$ cat src/rtl/cpu_defs_pkg.sv
// Shared definitions for the single-cycle MIPS core front end: next-PC opcodes,
// fetch FSM encoding and the default reset vector.
package cpu_defs;

   typedef enum logic [1:0] {
      NPC_PLUS4  = 2'b00,
      NPC_BRANCH = 2'b01,
      NPC_JUMP   = 2'b10,
      NPC_JR     = 2'b11
   } npc_op_e;

   typedef enum logic [1:0] {
      S_IDLE  = 2'b00,
      S_FETCH = 2'b01,
      S_VALID = 2'b10,
      S_FAULT = 2'b11
   } fetch_state_e;

   localparam logic [31:0] DEFAULT_RESET_PC = 32'h0000_3000;

   // Word offset from a 16-bit branch immediate, already shifted to bytes.
   function automatic logic [31:0] branch_offset(input logic [15:0] imm);
      return {{14{imm[15]}}, imm, 2'b00};
   endfunction

endpackage

$ cat src/rtl/npc_calc.sv
// Combinational next-PC generator; kept free of state so a pipelined core can
// reuse it unchanged.
module npc_calc
   import cpu_defs::*;
(
   input  logic [31:0] pc,
   input  logic [31:0] instr,
   input  logic [31:0] rs_data,
   input  logic [1:0]  npc_op,
   output logic [31:0] npc,
   output logic [31:0] pc_plus4
);

   npc_op_e op;
   logic    unused_instr_hi;

   assign op              = npc_op_e'(npc_op);
   assign pc_plus4        = pc + 32'd4;
   assign unused_instr_hi = ^instr[31:26];

   always_comb begin
      npc = pc_plus4;
      case (op)
         NPC_PLUS4:  npc = pc_plus4;
         NPC_BRANCH: npc = pc_plus4 + branch_offset(instr[15:0]);
         NPC_JUMP:   npc = {pc_plus4[31:28], instr[25:0], 2'b00};
         NPC_JR:     npc = rs_data;
         default:    npc = pc_plus4;
      endcase
   end

endmodule

$ cat src/rtl/ifetch_unit.sv
// Instruction-fetch front end: owns the PC, fetches over a req/ack handshake,
// holds the instruction for decode and advances on commit.
module ifetch_unit
   import cpu_defs::*;
#(
   parameter logic [31:0] RESET_PC      = DEFAULT_RESET_PC,
   parameter int          FETCH_TIMEOUT = 255
)(
   input  logic        clk,
   input  logic        rst,
   output logic        imem_req,
   output logic [31:0] imem_addr,
   input  logic        imem_ack,
   input  logic [31:0] imem_rdata,
   output logic [31:0] instr,
   output logic [31:0] pc,
   output logic [31:0] pc_plus4,
   output logic        instr_valid,
   input  logic        commit,
   input  logic [1:0]  npc_op,
   input  logic [31:0] rs_data,
   output logic [31:0] retired,
   output logic        fault
);

   if (FETCH_TIMEOUT < 1 || FETCH_TIMEOUT > 65535) begin : g_bad_timeout
      $error("ifetch_unit: FETCH_TIMEOUT out of range 1..65535");
   end

   localparam logic [15:0] TO_LAST = 16'(FETCH_TIMEOUT - 1);

   fetch_state_e state_q, state_d;
   logic [31:0]  pc_q, pc_d;
   logic [31:0]  instr_q, instr_d;
   logic [31:0]  retired_q, retired_d;
   logic [15:0]  tcnt_q, tcnt_d;
   logic [31:0]  npc;

   npc_calc u_npc (
      .pc       (pc_q),
      .instr    (instr_q),
      .rs_data  (rs_data),
      .npc_op   (npc_op),
      .npc      (npc),
      .pc_plus4 (pc_plus4)
   );

   always_comb begin
      state_d   = state_q;
      pc_d      = pc_q;
      instr_d   = instr_q;
      retired_d = retired_q;
      tcnt_d    = tcnt_q;
      case (state_q)
         S_IDLE: begin
            state_d = S_FETCH;
            tcnt_d  = '0;
         end
         S_FETCH: begin
            // An ack on the timeout boundary cycle still completes the fetch.
            if (imem_ack) begin
               instr_d = imem_rdata;
               state_d = S_VALID;
            end else if (tcnt_q == TO_LAST) begin
               state_d = S_FAULT;
            end else begin
               tcnt_d = tcnt_q + 16'd1;
            end
         end
         S_VALID: begin
            if (commit) begin
               pc_d      = npc;
               retired_d = retired_q + 32'd1;
               // Misaligned target: pc keeps the bad address for debug.
               if (npc[1:0] == 2'b00) begin
                  state_d = S_FETCH;
                  tcnt_d  = '0;
               end else begin
                  state_d = S_FAULT;
               end
            end
         end
         S_FAULT: state_d = S_FAULT;
         default: state_d = S_IDLE;
      endcase
   end

   always_ff @(posedge clk) begin
      if (rst) begin
         state_q   <= S_IDLE;
         pc_q      <= RESET_PC;
         instr_q   <= '0;
         retired_q <= '0;
         tcnt_q    <= '0;
      end else begin
         state_q   <= state_d;
         pc_q      <= pc_d;
         instr_q   <= instr_d;
         retired_q <= retired_d;
         tcnt_q    <= tcnt_d;
      end
   end

   assign imem_req    = (state_q == S_FETCH);
   assign instr_valid = (state_q == S_VALID);
   assign fault       = (state_q == S_FAULT);
   assign imem_addr   = pc_q;
   assign pc          = pc_q;
   assign instr       = instr_q;
   assign retired     = retired_q;

endmodule

$ cat config.mk
export PLATFORM = sky130hd
export DESIGN_NAME = ifetch_unit
export DESIGN_NICKNAME = d
export VERILOG_FILES = /design/src/rtl/cpu_defs_pkg.sv /design/src/rtl/npc_calc.sv /design/src/rtl/ifetch_unit.sv
export SDC_FILE = /design/constraint.sdc
export NUM_CORES = 1
export LEC_CHECK = 0
export CAP_MARGIN = 5
export CORE_MARGIN = 5
export CORE_UTILIZATION = 44
export CTS_CLUSTER_SIZE = 10
export DETAILED_ROUTE_END_ITERATION = 10
export GPL_TIMING_DRIVEN = 0
export PLACE_DENSITY = 0.78
export SLEW_MARGIN = 20
export SYNTH_ARGS = -nofsm -noshare
export SYNTH_HDL_FRONTEND = slang
export SYNTH_HIERARCHICAL = 1
export SYNTH_SLANG_ARGS = --single-unit
$ cat constraint.sdc
create_clock -name clk -period 3.9 [get_ports clk]
set_clock_uncertainty 0.2 [all_clocks]
set_input_delay 0.78 -clock clk [delete_from_list [all_inputs] [get_ports clk]]
set_output_delay 0.78 -clock clk [all_outputs]
set_load 0.05 [all_outputs]
==> results of run 1 <==
cell type report:
class / count / area (um2)
Buffer: 76 / 477
Multi-Input combinational cell: 754 / 5810
Clock inverter: 14 / 175
Clock buffer: 18 / 439
Sequential cell: 114 / 2320
Inverter: 26 / 97.6
Tap cell: 225 / 282
Fill cell: 1367 / 5240
Timing Repair Buffer: 265 / 2580
through the flow:
step                TNS, ns  power, mW
floorplan             -1.71       1.56
global placement      -9.91       1.77
detailed placement   -10.96       1.77
CTS                  -0.190       3.41
global route          -1.53       3.53
finish               -0.515       3.42
cells by family after synthesis:
logic type      Yosys count  share of synthesized area
simple gates            392                      0.242
compound gates          222                      0.173
flops                   114                      0.291
buf+inv                 110                     0.0776
xor+xnor                 72                     0.0803
fa+ha+maj                38                     0.0615
mux                      30                     0.0753
state kept, by name, summed over array words and instances, names as in the netlist:
name and count:
imem_addr 32, state_q 2, retired 32, tcnt_q 16, instr 32
worst max-delay path: stages, from the launching register on:
cell	delay (ns)
sky130_fd_sc_hd__dfxtp_4	0.37
sky130_fd_sc_hd__ha_4	0.13
sky130_fd_sc_hd__nand4_1	0.09
sky130_fd_sc_hd__buf_6	0.14
sky130_fd_sc_hd__buf_6	0.11
sky130_fd_sc_hd__nor3_4	0.17
sky130_fd_sc_hd__buf_4	0.15
sky130_fd_sc_hd__buf_4	0.14
sky130_fd_sc_hd__nand3_1	0.14
sky130_fd_sc_hd__xnor2_2	0.20
sky130_fd_sc_hd__ha_2	0.41
sky130_fd_sc_hd__nand3_2	0.19
sky130_fd_sc_hd__nor2_1	0.14
sky130_fd_sc_hd__nand3_1	0.12
sky130_fd_sc_hd__o2111ai_1	0.20
sky130_fd_sc_hd__o211ai_1	0.13
sky130_fd_sc_hd__xnor2_1	0.30
sky130_fd_sc_hd__nor3_1	0.09
sky130_fd_sc_hd__a311oi_1	0.25
sky130_fd_sc_hd__nand2_1	0.12
sky130_fd_sc_hd__a21oi_2	0.13
per-layer routing:
layer,up-vias,track usage,wire (um)
li1,4005,-,-
met4,0,0.0852,655
met1,4091,0.323,11400
met3,50,0.0686,2330
met2,331,0.436,13600
met5,-,0,0
report_power, final:
part	internal, mW	switching, mW
sequential	1.18	0.0397
combinational	0.236	0.316
clock	1.03	0.614
total	2.45	0.970
path summary, 6_finish.rpt:
| kind | to | start |
|---|---|---|
| min reg2reg | instr[28] | instr[28] |
| max reg2reg | imem_addr[31] | imem_addr[3] |
| min | instr[28] | instr[28] |
| max | imem_addr[31] | imem_addr[3] |
cells in the mapped netlist, types with 3 or more instances:
cell type                  count
sky130_fd_sc_hd__nand2_1     172
sky130_fd_sc_hd__a21oi_1     119
sky130_fd_sc_hd__dfxtp_1     114
sky130_fd_sc_hd__nor2_1       58
sky130_fd_sc_hd__nand3_1      46
sky130_fd_sc_hd__xnor2_1      44
sky130_fd_sc_hd__ha_1         37
sky130_fd_sc_hd__buf_4        36
sky130_fd_sc_hd__clkbuf_1     34
sky130_fd_sc_hd__xor2_1       28
sky130_fd_sc_hd__o21ai_0      26
sky130_fd_sc_hd__inv_1        25
sky130_fd_sc_hd__mux4_2       23
sky130_fd_sc_hd__a21o_1       20
sky130_fd_sc_hd__nand4_1      20
sky130_fd_sc_hd__nor3_1       16
sky130_fd_sc_hd__and3_1       13
sky130_fd_sc_hd__nor4_1        9
sky130_fd_sc_hd__nor2b_1       8
sky130_fd_sc_hd__a211oi_1      7
sky130_fd_sc_hd__and4_1        7
sky130_fd_sc_hd__or3_1         7
sky130_fd_sc_hd__buf_1         6
sky130_fd_sc_hd__a31oi_1       5
sky130_fd_sc_hd__o22ai_1       5
sky130_fd_sc_hd__or2_2         5
sky130_fd_sc_hd__and2_1        4
sky130_fd_sc_hd__mux2i_1       4
sky130_fd_sc_hd__nand3b_1      4
sky130_fd_sc_hd__o21a_1        4
sky130_fd_sc_hd__o21bai_1      4
sky130_fd_sc_hd__a221o_1       3
sky130_fd_sc_hd__clkbuf_8      3
sky130_fd_sc_hd__mux2_2        3
sky130_fd_sc_hd__nand2b_1      3
sky130_fd_sc_hd__o211ai_1      3
sky130_fd_sc_hd__o21ai_1       3
repair_timing:
item,in CTS,in global routing
endpoints found under the setup margin,37,25
buffers inserted,15,19
resized for setup,39,61
pin swaps,22,28
cell usage in the layout (no fill, tap or decap), types with 20 or more instances in the layout:
| cell type | synthesis | layout |
|---|---|---|
| sky130_fd_sc_hd__clkdlybuf4s50_1 | 0 | 217 |
| sky130_fd_sc_hd__nand2_1 | 172 | 164 |
| sky130_fd_sc_hd__a21oi_1 | 119 | 103 |
| sky130_fd_sc_hd__dfxtp_1 | 114 | 102 |
| sky130_fd_sc_hd__buf_4 | 36 | 65 |
| sky130_fd_sc_hd__nor2_1 | 58 | 53 |
| sky130_fd_sc_hd__nand3_1 | 46 | 41 |
| sky130_fd_sc_hd__xnor2_1 | 44 | 28 |
| sky130_fd_sc_hd__clkbuf_1 | 34 | 27 |
| sky130_fd_sc_hd__inv_1 | 25 | 25 |
| sky130_fd_sc_hd__mux4_2 | 23 | 23 |
| sky130_fd_sc_hd__ha_1 | 37 | 22 |
| sky130_fd_sc_hd__o21ai_0 | 26 | 21 |
| sky130_fd_sc_hd__nand4_1 | 20 | 20 |
| sky130_fd_sc_hd__a21o_1 | 20 | 20 |
==> flow_summary.json, run 1 <==
{
  "synth.net_count": 1086,
  "clockRootBuffer": "sky130_fd_sc_hd__clkbuf_16",
  "worst_slew_pin_slew_ns": 1.13,
  "critical_path_required_ns": 4.05,
  "gr-total-overflow": 0,
  "status": "finished, violations left",
  "starting_density": 0.451,
  "global_route_wire_length_before_repair_um": 42400,
  "placed_area_um2": 11000,
  "most_used_flip_flop_cell_after_synthesis": "sky130_fd_sc_hd__dfxtp_1",
  "r2r_cells": 20,
  "dieWidth_um": 144,
  "wire_per_inst_um": 18.7,
  "post_layout_cell_count": 1492,
  "synth-edff-count": 0,
  "grt_setup_unrepaired": "yes",
  "avg_cell_area_syn_um2": 8.03,
  "pre_cts_ws_ns": -0.531,
  "core_rows": 48,
  "dpl.hpwl_um": 20600,
  "die_area_um2": 20600,
  "powerDensity_nw_per_um2": 281,
  "setup.reg_to_reg.worst_slack_ns": -0.13,
  "routed-via-count": 8477,
  "insertion_delay_ns": 0.42,
  "clkSinkCount": 114,
  "achievable-frequency_ghz": 0.248,
  "min-delay-path-class": "reg2reg",
  "crit_path_max_fanout": 6,
  "worst_hold_slack_ns": 0.257,
  "grt.total_usage": 0.259,
  "setup.worst_path.end_class": "flop",
  "max_cap_violations": 0,
  "final_design_area_no_fill_um2": 12200,
  "drc": 0,
  "clock_period_minus_worst_slack_ns": 4.03,
  "vias_per_cell": 5.68,
  "tritoncts.num_buffers": 17,
  "numPlacedInstances": 1434,
  "post-route-util": 0.699,
  "synth.largest_area_cell": "sky130_fd_sc_hd__dfxtp_1",
  "worstSetupStartpointType": "flop",
  "synthesized_flop_and_latch_total": 114,
  "grt_start_max_net_pins": 20,
  "initial_antenna_violation_count": 0,
  "initialDrtViolationCount": 586,
  "firstDrtPassIters": 6,
  "worst-endpoint-arrival_ns": 4.17,
  "vdd_ir_drop_max_mv": 0.319,
  "timing.final.hold_violations": 0,
  "first_global_vias": 7971,
  "post_synth_top_area_share": 0.291,
  "drive_above_1_share": 0.214,
  "route.final.wire_length_um": 27900,
  "design.final.nets": 1362,
  "timing.slew.headroom": 0.243,
  "tritoncts": "done",
  "synth.area.top_cells": "sky130_fd_sc_hd__dfxtp_1 (29%), sky130_fd_sc_hd__nand2_1 (8.2%), sky130_fd_sc_hd__a21oi_1 (7.6%)",
  "maximum_buffer_depth_of_the_clock_tree": 2,
  "violations": "setup timing",
  "fin_ws_ns": -0.126,
  "gp_routability_congestion": 0.954,
  "hold-path-cell-count": 2,
  "sequential_element_share_of_the_synthesized_area": 0.291,
  "core_region_area_um2": 17400,
  "antenna-diode-count": 0,
  "number_of_routed_nets_with_antenna_violations": 0,
  "floorplan.io_pins": 233,
  "final_min_period_over_clock_period": 1.03,
  "static-leakage-power_nw": 4.70,
  "synth_async_sr_flop_share": 0,
  "syn_to_final_growth_pct": 55.1,
  "syn-cell-area_um2": 7860,
  "final_max_slew_viol_count": 0,
  "cts_hold_buf": 0,
  "critical_path_class": "reg2reg",
  "yosysUniqueCellTypes": 79,
  "setup-violations-final": 6,
  "yosys_synthesis_warning_count": 6,
  "cts_max_level": 4,
  "clk_pin_slew_ns": 0.06,
  "mapped_cells": 978,
  "fp.dieH_um": 144,
  "placement.io_buffers": 231
}
(Power assumes the default switching activity.)
==> inputs of run 2 (changes only) <==
- HOLD_SLACK_MARGIN: default -> 0.08
- PLACE_DENSITY: 0.78 -> default
- PLACE_DENSITY_LB_ADDON: default -> 0.15
==> run 2 against run 1 <==
The flow still finishes with violations (setup timing). Wire length is 0.47% higher. Global-route usage is 0.50 points higher. Non-clock buffer count is 4 lower. Utilization is 0.98 points lower. Clock power is 4% lower. Die area stayed put. Via count is 1.3% lower. Combinational power hardly changed. Cell area is 1.4% lower. Register-to-register slack better by 0.04 ns. Worst setup slack better by 0.040 ns. Sequential cell count stayed put. Critical endpoint is now imem_addr[18].
==> flow_summary.json, run 2 (synthesis gave the netlist of run 1 again) <==
{
  "dpl.hpwl_um": 20800,
  "most-common-layout-cells": "sky130_fd_sc_hd__clkdlybuf4s50_1 (214), sky130_fd_sc_hd__nand2_1 (166), sky130_fd_sc_hd__a21oi_1 (109), sky130_fd_sc_hd__dfxtp_1 (102), sky130_fd_sc_hd__buf_4 (61)",
  "core_rows": 48,
  "worstReg2RegStart": "imem_addr[3]",
  "maximum_buffer_depth_of_the_clock_tree": 2,
  "placed_area_um2": 11000,
  "critical_path.reg2reg.endpoint": "imem_addr[18]",
  "final.setup.tns_ns": -0.241,
  "r2r_cells": 18,
  "powerDensity_nw_per_um2": 279,
  "global_route_wire_length_before_repair_um": 42600,
  "setup-violations-final": 6,
  "clockRootBuffer": "sky130_fd_sc_hd__clkbuf_16",
  "firstDrtPassIters": 5,
  "violations": "setup timing",
  "drc": 0,
  "routed-via-count": 8369,
  "gp_routability_congestion": 0.940,
  "fp.dieH_um": 144,
  "tritoncts": "done",
  "worst_hold_path.endpoint": "instr[30]",
  "achievable-frequency_ghz": 0.251,
  "worst_slew_pin_slew_ns": 0.999,
  "max_cap_violations": 0,
  "worst-endpoint-arrival_ns": 4.10,
  "setup.reg_to_reg.worst_slack_ns": -0.09,
  "gr-total-overflow": 0,
  "worstSetupStartpointType": "flop",
  "grt_start_max_net_pins": 20,
  "clock_period_minus_worst_slack_ns": 3.99,
  "antenna-diode-count": 0,
  "crit_path_max_fanout": 7,
  "tritoncts.num_buffers": 17,
  "route.final.wire_length_um": 28000,
  "cts_max_level": 4,
  "cp_slowest_cell": "sky130_fd_sc_hd__mux4_2",
  "core_region_area_um2": 17400,
  "grt.total_usage": 0.264,
  "min-delay-path-class": "reg2reg",
  "clk_pin_slew_ns": 0.06,
  "grt_setup_unrepaired": "yes",
  "static-leakage-power_nw": 4.65,
  "wire_per_inst_um": 18.8,
  "max_stage_delay_ns": 0.47,
  "hold-path-cell-count": 2,
  "critical_path_class": "reg2reg",
  "drive_above_1_share": 0.202,
  "design.final.nets": 1358,
  "dieWidth_um": 144,
  "fin_ws_ns": -0.0862,
  "final_design_area_no_fill_um2": 12000,
  "worstHoldStart": "instr[30]",
  "syn_to_final_growth_pct": 52.9,
  "insertion_delay_ns": 0.43,
  "vdd_ir_drop_max_mv": 0.325,
  "floorplan.io_pins": 233,
  "initialDrtViolationCount": 698,
  "layout.area.seq_um2": 2320,
  "number_of_routed_nets_with_antenna_violations": 0,
  "mostFrequentLayoutCell": "sky130_fd_sc_hd__clkdlybuf4s50_1",
  "multiInputGateArea_um2": 5700,
  "clkSinkCount": 114,
  "final_max_slew_viol_count": 0,
  "setup.worst_path.end_class": "flop",
  "timing.final.hold_violations": 0,
  "critical_path_required_ns": 4.01,
  "placement.io_buffers": 231,
  "layout.filler_cells": 1421,
  "timing.slew.headroom": 0.333,
  "critical_path.cell_chain": "and3_4, nand3_1, nor2_2, xor2_2, ha_1, clkbuf_1, nand3_1, nand2_2, a221o_1, a2111oi_4, buf_4, nor2_2, a21o_1, a21oi_2, xnor2_1, mux4_2, nand2_1, a21oi_1",
  "vias_per_cell": 5.62,
  "starting_density": 0.451,
  "setup.worst_path.start": "imem_addr[3]",
  "first_global_vias": 7929,
  "die_area_um2": 20600,
  "status": "finished, violations left",
  "final_min_period_over_clock_period": 1.02,
  "cts_hold_buf": 0,
  "initial_antenna_violation_count": 0
}
==> run 2: worst max-delay path: cells and delay by family (launching register included) <==
family | cells | cell delay, ns
XOR/XNOR | 2 | 0.33
buffers and inverters | 2 | 0.38
AND/OR/NAND/NOR | 7 | 0.90
multiplexers | 1 | 0.47
flip-flops | 1 | 0.37
adder cells (fa/ha/maj) | 1 | 0.27
AO/OA/AOI/OAI | 5 | 0.95
==> run 2: per-stage QoR <==
step                      cells  setup WS (ns)  hold slack, ns  total power [mW]  utilization
after floorplan             978         -0.215           0.254              1.56            -
after global placement     1434         -0.545           0.242              1.77        0.631
after detailed placement   1434         -0.579           0.249              1.77        0.631
after CTS                  1483        -0.0619           0.258              3.35        0.679
after global routing       1488         -0.285           0.284              3.46        0.690
final                      1488        -0.0862           0.255              3.35        0.690
==> run 2: routing by layer <==
| layer | GRT usage | wire length (um) | vias up |
|---|---|---|---|
| li1 | - | - | 3984 |
| met1 | 0.341 | 11700 | 4041 |
| met2 | 0.445 | 13800 | 299 |
| met3 | 0.0586 | 1960 | 45 |
| met4 | 0.0728 | 532 | 0 |
| met5 | 0 | 0 | - |
==> run 2: final cells by class <==
| cell class | instances | share of cell area |
|---|---|---|
| Multi-Input combinational cell | 754 | 0.475 |
| Buffer | 78 | 0.0411 |
| Inverter | 26 | 0.00813 |
| Sequential cell | 114 | 0.193 |
| Clock inverter | 14 | 0.0118 |
| Tap cell | 225 | 0.0234 |
| Clock buffer | 18 | 0.0375 |
| Timing Repair Buffer | 259 | 0.210 |
==> run 2: what timing repair did <==
| action | in CTS | in global routing |
|---|---|---|
| setup endpoints to repair | 44 | 25 |
| gates resized for setup | 53 | 35 |
| setup buffers | 20 | 9 |
| pin swaps | 17 | 25 |
| gates cloned | 0 | 0 |
==> run 2: worst max path at each step <==
| stage | slack (ns) | endpoint | cells past startpoint |
|---|---|---|---|
| floorplan | -0.22 | imem_addr[24] | 15 |
| global placement | -0.55 | tcnt_q[0] | 10 |
| detailed placement | -0.58 | tcnt_q[0] | 10 |
| CTS | -0.06 | imem_addr[24] | 15 |
| global route | -0.29 | imem_addr[31] | 19 |
| finish | -0.09 | imem_addr[18] | 18 |
==> run 2: power by group <==
part	switching [mW]	internal [mW]
registers	0.0382	1.18
clock network	0.645	0.934
logic	0.316	0.235
total	0.999	2.35
